## src/rtl/if_pkg.sv

```systemverilog
// Shared constants for the instruction-fetch stage: default geometry,
// reset PC and the sequential PC increment.
package if_pkg;

    localparam int unsigned WIDTH_DEF    = 32;
    localparam int unsigned FQ_DEPTH_DEF = 4;
    localparam int unsigned FQ_PTR_W     = $clog2(FQ_DEPTH_DEF);
    localparam logic [31:0] RESET_PC_DEF = 32'h0000_0000;
    localparam int unsigned PC_INC       = 4;

    // One fetch-queue slot at the default width; fetch_queue declares the same
    // shape locally so that WIDTH stays a true parameter.
    typedef struct packed {
        logic [WIDTH_DEF-1:0] pc;
        logic [WIDTH_DEF-1:0] inst;
        logic                 filled;
    } fq_entry_t;

endpackage

```

## src/rtl/if_fetch_unit_fetch_queue.sv

```systemverilog
// Circular fetch queue: entries are allocated at request time, filled in order
// as responses return, and popped from the head once filled.
module fetch_queue #(
    parameter  int unsigned WIDTH    = 32,
    parameter  int unsigned FQ_DEPTH = 4,
    localparam int unsigned PTR_W    = $clog2(FQ_DEPTH),
    localparam int unsigned CNT_W    = $clog2(FQ_DEPTH + 1)
) (
    input  logic             clk_i,
    input  logic             rst_i,
    input  logic             flush_i,
    input  logic             alloc_i,
    input  logic [WIDTH-1:0] alloc_pc_i,
    input  logic             fill_i,
    input  logic [WIDTH-1:0] fill_data_i,
    input  logic             pop_i,
    output logic             head_valid_o,
    output logic [WIDTH-1:0] head_pc_o,
    output logic [WIDTH-1:0] head_inst_o,
    output logic [CNT_W-1:0] count_o,
    output logic [CNT_W-1:0] unfilled_o
);

    typedef struct packed {
        logic [WIDTH-1:0] pc;
        logic [WIDTH-1:0] inst;
        logic             filled;
    } fq_slot_t;

    fq_slot_t         slot_q [FQ_DEPTH];
    logic [PTR_W-1:0] head_q, tail_q, fill_q;
    logic [CNT_W-1:0] count_q, unfilled_q;

    // NOTE: storage is reset as well, because the head slot drives inst/pc
    // outputs directly and those must read zero out of reset.
    always_ff @(posedge clk_i or posedge rst_i) begin
        if (rst_i) begin
            for (int i = 0; i < FQ_DEPTH; i++) slot_q[i] <= '0;
            head_q     <= '0;
            tail_q     <= '0;
            fill_q     <= '0;
            count_q    <= '0;
            unfilled_q <= '0;
        end else if (flush_i) begin
            head_q     <= '0;
            tail_q     <= '0;
            fill_q     <= '0;
            count_q    <= '0;
            unfilled_q <= '0;
        end else begin
            // NOTE: non-blocking updates let alloc, fill and pop all read the
            // pre-edge pointers even when they land in the same cycle.
            if (alloc_i) begin
                slot_q[tail_q] <= '{pc: alloc_pc_i, inst: '0, filled: 1'b0};
                tail_q         <= tail_q + PTR_W'(1);
            end
            if (fill_i) begin
                slot_q[fill_q].inst   <= fill_data_i;
                slot_q[fill_q].filled <= 1'b1;
                fill_q                <= fill_q + PTR_W'(1);
            end
            if (pop_i) head_q <= head_q + PTR_W'(1);
            count_q    <= count_q + CNT_W'(alloc_i) - CNT_W'(pop_i);
            unfilled_q <= unfilled_q + CNT_W'(alloc_i) - CNT_W'(fill_i);
        end
    end

    assign head_valid_o = (count_q != '0) && slot_q[head_q].filled;
    assign head_pc_o    = slot_q[head_q].pc;
    assign head_inst_o  = slot_q[head_q].inst;
    assign count_o      = count_q;
    assign unfilled_o   = unfilled_q;

endmodule

```

## src/rtl/if_fetch_unit.sv

```systemverilog
// Instruction-fetch stage: owns the PC, issues credit-limited requests to
// instruction memory and discards responses belonging to flushed requests.
module if_fetch_unit
    import if_pkg::*;
#(
    parameter  int unsigned      WIDTH    = WIDTH_DEF,
    parameter  int unsigned      FQ_DEPTH = FQ_DEPTH_DEF,
    parameter  logic [WIDTH-1:0] RESET_PC = WIDTH'(RESET_PC_DEF),
    localparam int unsigned      CNT_W    = $clog2(FQ_DEPTH + 1)
) (
    input  logic             clk_in,
    input  logic             rst_in,
    input  logic             flush_in,
    input  logic [WIDTH-1:0] pc_branch_in,
    input  logic             prediction_in,
    input  logic [WIDTH-1:0] pc_prediction_in,
    output logic             imem_req_valid_out,
    input  logic             imem_req_ready_in,
    output logic [WIDTH-1:0] imem_addr_out,
    input  logic             imem_rsp_valid_in,
    input  logic [WIDTH-1:0] imem_rsp_data_in,
    output logic             inst_valid_out,
    input  logic             inst_ready_in,
    output logic [WIDTH-1:0] inst_out,
    output logic [WIDTH-1:0] pc_out
);

    logic [WIDTH-1:0] pc_q, pc_d;
    logic [CNT_W-1:0] drop_cnt_q, drop_cnt_d;
    logic [CNT_W-1:0] count, unfilled;
    logic [CNT_W:0]   occupancy;
    logic             req_hs, rsp_drop, rsp_fill, pop;

    // Credit counts both live entries and requests still owed a stale response.
    assign occupancy          = {1'b0, count} + {1'b0, drop_cnt_q};
    assign imem_req_valid_out = !rst_in && !flush_in && (occupancy < (CNT_W + 1)'(FQ_DEPTH));
    assign imem_addr_out      = pc_q;
    assign req_hs             = imem_req_valid_out && imem_req_ready_in;
    assign rsp_drop           = imem_rsp_valid_in && (drop_cnt_q != '0);
    assign rsp_fill           = imem_rsp_valid_in && (drop_cnt_q == '0) && (unfilled != '0);
    assign pop                = inst_valid_out && inst_ready_in;

    // NOTE: every always_comb output gets a default first so no latch is inferred.
    always_comb begin
        pc_d       = pc_q;
        drop_cnt_d = drop_cnt_q;
        if (flush_in) begin
            pc_d       = pc_branch_in;
            drop_cnt_d = drop_cnt_q + unfilled - CNT_W'(rsp_drop || rsp_fill);
        end else begin
            if (req_hs) pc_d = prediction_in ? pc_prediction_in : pc_q + WIDTH'(PC_INC);
            if (rsp_drop) drop_cnt_d = drop_cnt_q - CNT_W'(1);
        end
    end

    always_ff @(posedge clk_in or posedge rst_in) begin
        if (rst_in) begin
            pc_q       <= RESET_PC;
            drop_cnt_q <= '0;
        end else begin
            pc_q       <= pc_d;
            drop_cnt_q <= drop_cnt_d;
        end
    end

    fetch_queue #(
        .WIDTH    (WIDTH),
        .FQ_DEPTH (FQ_DEPTH)
    ) u_fetch_queue (
        .clk_i        (clk_in),
        .rst_i        (rst_in),
        .flush_i      (flush_in),
        .alloc_i      (req_hs),
        .alloc_pc_i   (pc_q),
        .fill_i       (rsp_fill),
        .fill_data_i  (imem_rsp_data_in),
        .pop_i        (pop),
        .head_valid_o (inst_valid_out),
        .head_pc_o    (pc_out),
        .head_inst_o  (inst_out),
        .count_o      (count),
        .unfilled_o   (unfilled)
    );

    // A response must belong either to a dropped request or to an unfilled entry.
    rsp_has_owner: assert property (@(posedge clk_in) disable iff (rst_in)
        imem_rsp_valid_in |-> (rsp_drop || rsp_fill));

endmodule

```

## config.mk

```make
export PLATFORM = sky130hd
export DESIGN_NAME = if_fetch_unit
export DESIGN_NICKNAME = d
export VERILOG_FILES = /design/src/rtl/if_pkg.sv /design/src/rtl/if_fetch_unit_fetch_queue.sv /design/src/rtl/if_fetch_unit.sv
export SDC_FILE = /design/constraint.sdc
export NUM_CORES = 1
export LEC_CHECK = 0
export ABC_CLOCK_PERIOD_IN_PS = 10600
export CORE_UTILIZATION = 50
export CTS_CLUSTER_DIAMETER = 40
export CTS_CLUSTER_SIZE = 40
export DETAILED_ROUTE_END_ITERATION = 7
export PLACE_DENSITY = 0.75
export SKIP_LAST_GASP = 1
export SLEW_MARGIN = 20
export SYNTH_ARGS = -nofsm -noshare
export SYNTH_HDL_FRONTEND = slang
export SYNTH_SLANG_ARGS = --single-unit
```

## constraint.sdc

```tcl
create_clock -name clk_in -period 10.6 [get_ports clk_in]
set_input_delay 2.12 -clock clk_in [delete_from_list [all_inputs] [get_ports clk_in]]
set_output_delay 2.12 -clock clk_in [all_outputs]
set_load 0.03 [all_outputs]
```

==> results of run 1 <==
[worst min-delay path by stage]
stage	slack [ns]	endpoint	cells after the start
final	0.48	u_fetch_queue.slot_q[195]$_DFFE_PP0N_	1
after detailed placement	0.47	u_fetch_queue.slot_q[195]$_DFFE_PP0N_	1
after CTS	0.48	u_fetch_queue.slot_q[195]$_DFFE_PP0N_	1
after floorplan	0.44	register	2
after global placement	0.46	u_fetch_queue.slot_q[195]$_DFFE_PP0N_	1
after global routing	0.50	u_fetch_queue.slot_q[65]$_DFFE_PP0N_	1
[power groups by stage]
stage | Combinational, mW | Clock, mW | Sequential [mW]
after floorplan | 0.648 | 0 | 1.47
after global placement | 1.02 | 0 | 1.48
after detailed placement | 1.04 | 0 | 1.49
after CTS | 1.05 | 1.41 | 1.47
after global routing | 1.11 | 1.46 | 1.50
final | 1.04 | 1.39 | 1.47
[worst max-delay path, stage by stage]
cell,delay [ns]
clkdlybuf4s50_1,0.46
or4_4,0.52
nor3_1,0.19
clkdlybuf4s50_1,0.70
[layer usage]
metal / vias up / global-route usage [%] / part of all wire (%)
met5: - / 0 / 0
met4: 0 / 7.76 / 2.5
met3: 82 / 5.71 / 8.5
met2: 467 / 42.2 / 48
met1: 5140 / 33.8 / 41
li1: 4397 / - / -
[logic make-up (layout without fill, tap and decap cells)]
family                   count (synthesis)  count (layout)  synth area share [%]
XOR/XNOR                                14              14                 0.861
adder cells (fa/ha/maj)                 23              23                  2.18
AO/OA/AOI/OAI                          273             273                  14.5
multiplexers                           184             184                  19.7
AND/OR/NAND/NOR                        150             150                  5.40
flip-flops                             307             307                  53.9
buffers and inverters                  114             314                  3.52
[layout make-up]
type	instances	area share [%]
clock buffer	50	6.27
clock inverter	23	1.50
inverter	24	0.525
multi-input combinational	644	34.1
sequential	307	43.0
tap	378	2.65
timing repair buffer	217	12.0
[synth_stat cells, drive strengths merged, types with 15 or more instances]
library cell	instances
ha	20
a22o	133
o21ai	58
mux4	65
clkbuf	58
dfrtp	307
nand2	52
a21oi	20
nand3	15
buf	32
inv	23
nor2	32
mux2	112
==> qor.yml, run 1 <==
status:
  status: "completed"
critical_path:
  required_ns: 8.48
  worstSetupPathType: "in2out"
  critPathLaunchType: "primary input"
  crit_arrival_ns: 3.99
  worstRegToRegCells: 10
  end_kind: "output pin"
  crit_start: "rst_in"
  regToRegStartpoint: "u_fetch_queue.head_q[0]$_DFFE_PP0P_"
  setup.worst_path.end: "imem_req_valid_out"
  r2r_slack_ns: 7.01
  crit_path_max_fanout: 2
  r2r-end: "u_fetch_queue.count_o[2]$_DFF_PP0_"
die:
  die_x_um: 171
  die_y_um: 171
  coreArea_um2: 27900
  start_util_pct: 51.0
  die-area_um2: 29200
  io_pins: 201
  rows: 61
cells_and_area:
  area_growth_pct: 25.4
  multiInputGateArea_um2: 6090
  layout_common_cells: "dfrtp_1 (305), clkdlybuf4s50_1 (199), a22o_1 (133), mux2_2 (108), mux4_2 (65)"
  post-route-util_pct: 64.0
  drive_above_1_share_pct: 22.1
  nets: 1360
  diodes: 0
  seqCellArea_um2: 7690
  fillers: 2097
  finalNonFillerCells: 1643
  design_area_um2: 17900
  layout_commonest_cell: "dfrtp_1"
yosys:
  synth_top_area_share_pct: 53.9
  synth_area_leaders: "dfrtp_1 (54%), mux4_2 (10%), mux2_2 (8.5%)"
  ys_seq_elements: 307
  ys_seq_area_share_pct: 53.9
  synthFlopType: "dfrtp_1"
  synth_edf_count: 0
  synth_top_cell_by_area: "dfrtp_1"
  synthesis.area_um2: 14200
  yosys_warnings: 0
  async_flop_share_pct: 100
  ys_types: 62
  syn-num-nets: 1191
  synthCells: 1065
  avgSynthCellArea_um2: 13.4
route:
  drtPass1Iterations: 7
  via_per_inst: 6.14
  drc: 0
  antenna_left: 0
  routed_wl_um: 36600
  num_vias: 10086
  wl_per_cell_um: 22.3
  drt_iter0_drc: 718
power_and_ir_drop:
  power_density_nw_per_um2: 218
  combinationalPowerShare_pct: 26.7
  vdd_drop_max_uv: 111
  swShare_pct: 30.8
  finalPower_mw: 3.90
  p_int_mw: 2.70
  power.leakage_nw: 7.97
  clock_power_share_pct: 35.5
  p_sw_mw: 1.20
  seq_power_share_pct: 37.8
sta:
  clock.fmax_ghz: 0.164
  max-slew-margin-rel_pct: 27.7
  min_period_ns: 6.11
  worst_pin_slew_ns: 1.08
  worst_slack_ns: 4.49
  setup_viol: 0
  slew_viol_final: 0
  finalCritPeriodShare_pct: 57.6
  finalHoldWorstSlack_ns: 0.476
  grt_setup_unrepaired: "no"
  fin_skew_ns: 0.0243
  hold_violations: 0
  fin_tns_setup_ns: 0
placement:
  io_buffers: 200
  gp_congestion: 0.808
  dpl.hpwl_um: 22000
  place_area_um2: 16500
  place_ws_ns: 4.49
  dp.cells: 1570
clock_network:
  cts_buffers: 40
  h-tree-depth: 2
  post_cts_buffers: 0
  clk_latency_ns: 0.53
  ctsHoldBuffers: 0
  clkTransAtPathRegs_ns: 0.06
  cts_tree: "built"
  clock_sink_count: 307
  clk_root_buffer_cell: "clkbuf_16"
  clk_path_buf_depth: 3
  ctsResizeCount: 0
global_routing:
  grt_max_degree: 165
  grt_pass1_wl_um: 57500
  antenna_found_initial: 0
  grt_overflow: 0
  track_usage_pct: 25.6
  grt_pass1_vias: 10359
hold_path:
  min-delay-start: "u_fetch_queue.slot_q[195]$_DFFE_PP0N_"
  hold_class: "reg2reg"
run:
  max_cap_violations: 0
Power figures use the tool's default switching activity.
==> run 2, diff against run 1 <==
ABC_CLOCK_PERIOD_IN_PS = 5650   (was 10600)
CORE_UTILIZATION = 53   (was 50)
PLACE_DENSITY = 0.76   (was 0.75)
clock period = 5.65 ns   (was 10.6 ns; I/O delays follow)
==> qor.yml, run 2 (synthesis results as in run 1) <==
route:
  drtPass1Iterations: 7  # unchanged
  routed_wl_um: 37000  # +0.97%
  wl_per_cell_um: 23.1  # +3.8%
  drc: 16  # +16
  antenna_left: 0  # unchanged
  num_vias: 10081  # -0.050%
  drt_iter0_drc: 881  # +23%
  via_per_inst: 6.31  # +2.8%
sta:
  clock.fmax_ghz: 0.229
  worst_pin_slew_ns: 1.17  # +0.0871 ns
  max-slew-margin-rel_pct: 21.4  # -6.3 points
  fin_skew_ns: 0.0201  # -0.00424 ns
  finalHoldWorstSlack_ns: 0.475  # -0.000670 ns
  grt_setup_unrepaired: "no"
  hold_violations: 0  # unchanged
  finalCritPeriodShare_pct: 77.1
  min_period_ns: 4.36
  fin_tns_setup_ns: 0  # unchanged
  slew_viol_final: 0  # unchanged
  setup_viol: 0  # unchanged
critical_path:
  crit_chain: "buf_4, mux4_2, clkdlybuf4s50_1"
  worstSetupPathType: "reg2out"
  critPathLaunchType: "register"
  crit_arrival_ns: 3.23  # -0.76 ns
  crit_path_top_delay_cell: "dfrtp_4"
  end_kind: "output pin"
  crit_family: "buffers and inverters"
  required_ns: 4.52  # -3.96 ns
  path_buf_inv: 2  # unchanged
  max_stage_delay_ns: 1.03  # +0.33 ns
  crit_path_max_fanout: 43  # +41
run:
  max_cap_violations: 0  # unchanged
clock_network:
  ctsResizeCount: 0  # unchanged
  clk_root_buffer_cell: "clkbuf_16"
  h-tree-depth: 2  # unchanged
  ctsHoldBuffers: 0  # unchanged
  post_cts_buffers: 0  # unchanged
  clkTransAtPathRegs_ns: 0.06  # about the same
  clk_path_buf_depth: 3  # unchanged
  clk_latency_ns: 0.53  # about the same
  cts_tree: "built"
  clock_sink_count: 307  # unchanged
  cts_buffers: 40  # unchanged
global_routing:
  grt_pass1_wl_um: 58900  # +2.3%
  track_usage_pct: 27.3  # +1.7 points
  grt_max_degree: 121  # -27%
  grt_pass1_vias: 10432  # +0.70%
  antenna_found_initial: 0  # unchanged
  grt_overflow: 0  # unchanged
placement:
  place_area_um2: 16400  # -0.16%
  dp.cells: 1529  # -2.6%
  gp_congestion: 0.872  # +7.9%
  dpl.hpwl_um: 22500  # +2.1%
  io_buffers: 200  # unchanged
power_and_ir_drop:
  power_density_nw_per_um2: 407  # +87%
  power.leakage_nw: 7.95  # -0.17%
  finalPower_mw: 7.24  # +86%
  vdd_drop_max_uv: 252  # +130%
die:
  die_x_um: 166  # -2.8%
  coreArea_um2: 26200  # -6.2%
  rows: 59  # -3.3%
  die-area_um2: 27500  # -5.6%
  start_util_pct: 54.4  # +3.4 points
  die_y_um: 166  # -2.8%
  io_pins: 201  # unchanged
cells_and_area:
  area_growth_pct: 24.8
  nets: 1362  # +0.15%
  drive_above_1_share_pct: 22.2  # +0.19 points
  layout_common_cells: "dfrtp_1 (305), clkdlybuf4s50_1 (199), a22o_1 (133), mux2_2 (108), mux4_2 (65)"
  finalNonFillerCells: 1598  # -2.7%
  layout_commonest_cell: "dfrtp_1"
  diodes: 0  # unchanged
  design_area_um2: 17800  # -0.52%
hold_path:
  hold_class: "reg2reg"
status:
  violations: "design-rule violations"
  status: "complete, but fails checks"
[run 2: cell count changes in the layout (fill, tap and decap cells not counted), moves of 2 or more]
| cell | before | now |
|---|---|---|
| clkinv_4 | 2 | 4 |
| clkbuf_8 | 4 | 1 |
| inv_6 | 4 | 6 |
| inv_8 | 1 | 5 |
| clkbuf_1 | 4 | 0 |
| buf_4 | 15 | 17 |
| clkinv_2 | 6 | 4 |
[run 2: layout make-up]
type | instances | area [µm²]
inverter | 24 | 93.8
clock inverter | 27 | 292
timing repair buffer | 219 | 2160
fill | 1872 | 8430
tap | 335 | 419
clock buffer | 42 | 1040
multi-input combinational | 644 | 6080
sequential | 307 | 7690
[run 2: where the power goes]
group / leakage [nW] / switching [mW] / internal, mW / total (mW)
sequential: 4.16 / 0.259 / 2.51 / 2.77
clock: 0.645 / 1.02 / 1.51 / 2.53
combinational: 3.15 / 1.00 / 0.947 / 1.95
total: 7.95 / 2.28 / 4.96 / 7.24
[run 2: worst paths after layout]
path                                                      from                                  end  slack, ns  depth (start not counted)
min in group asynchronous                               rst_in           asynchronous set/reset pin       1.04                          2
setup reg to reg                     drop_cnt_q[2]$_DFFE_PP0P_   u_fetch_queue.count_o[2]$_DFF_PP0_       2.25                          9
hold reg to reg            u_fetch_queue.slot_q[0]$_DFFE_PP0N_  u_fetch_queue.slot_q[0]$_DFFE_PP0N_       0.48                          1
setup / recovery           u_fetch_queue.head_q[0]$_DFFE_PP0P_                            pc_out[9]       1.29                          3
hold / removal             u_fetch_queue.slot_q[0]$_DFFE_PP0N_  u_fetch_queue.slot_q[0]$_DFFE_PP0N_       0.48                          1
max in group asynchronous                               rst_in           asynchronous set/reset pin       3.43                          3
[run 2: per-layer routing]
layer / wire [µm] / global-route usage (%) / share of wire [%]
met1: 15300 / 37.1 / 41
met4: 736 / 7.19 / 2.0
met5: 0 / 0 / 0
met2: 18000 / 44.9 / 49
met3: 2950 / 5.58 / 8.0
[run 2: per-stage QoR]
step | utilization [%] | setup slack [ns]
3_3_place_gp | 62.8 | 1.49
5_1_grt | 67.8 | 1.14
4_1_cts | 67.8 | 1.24
2_1_floorplan | - | 0.435
3_5_place_dp | 62.8 | 1.39
6_report | 67.8 | 1.29
[run 2: worst register-to-register path, stage by stage, from the launching register on]
cell and delay (ns):
dfrtp_1 0.42, ha_1 0.31, or4_4 0.56, nor4b_4 0.64, buf_4 0.46, ha_1 0.22, inv_1 0.05, fa_1 0.38
xnor2_1 0.18, nor2_1 0.06
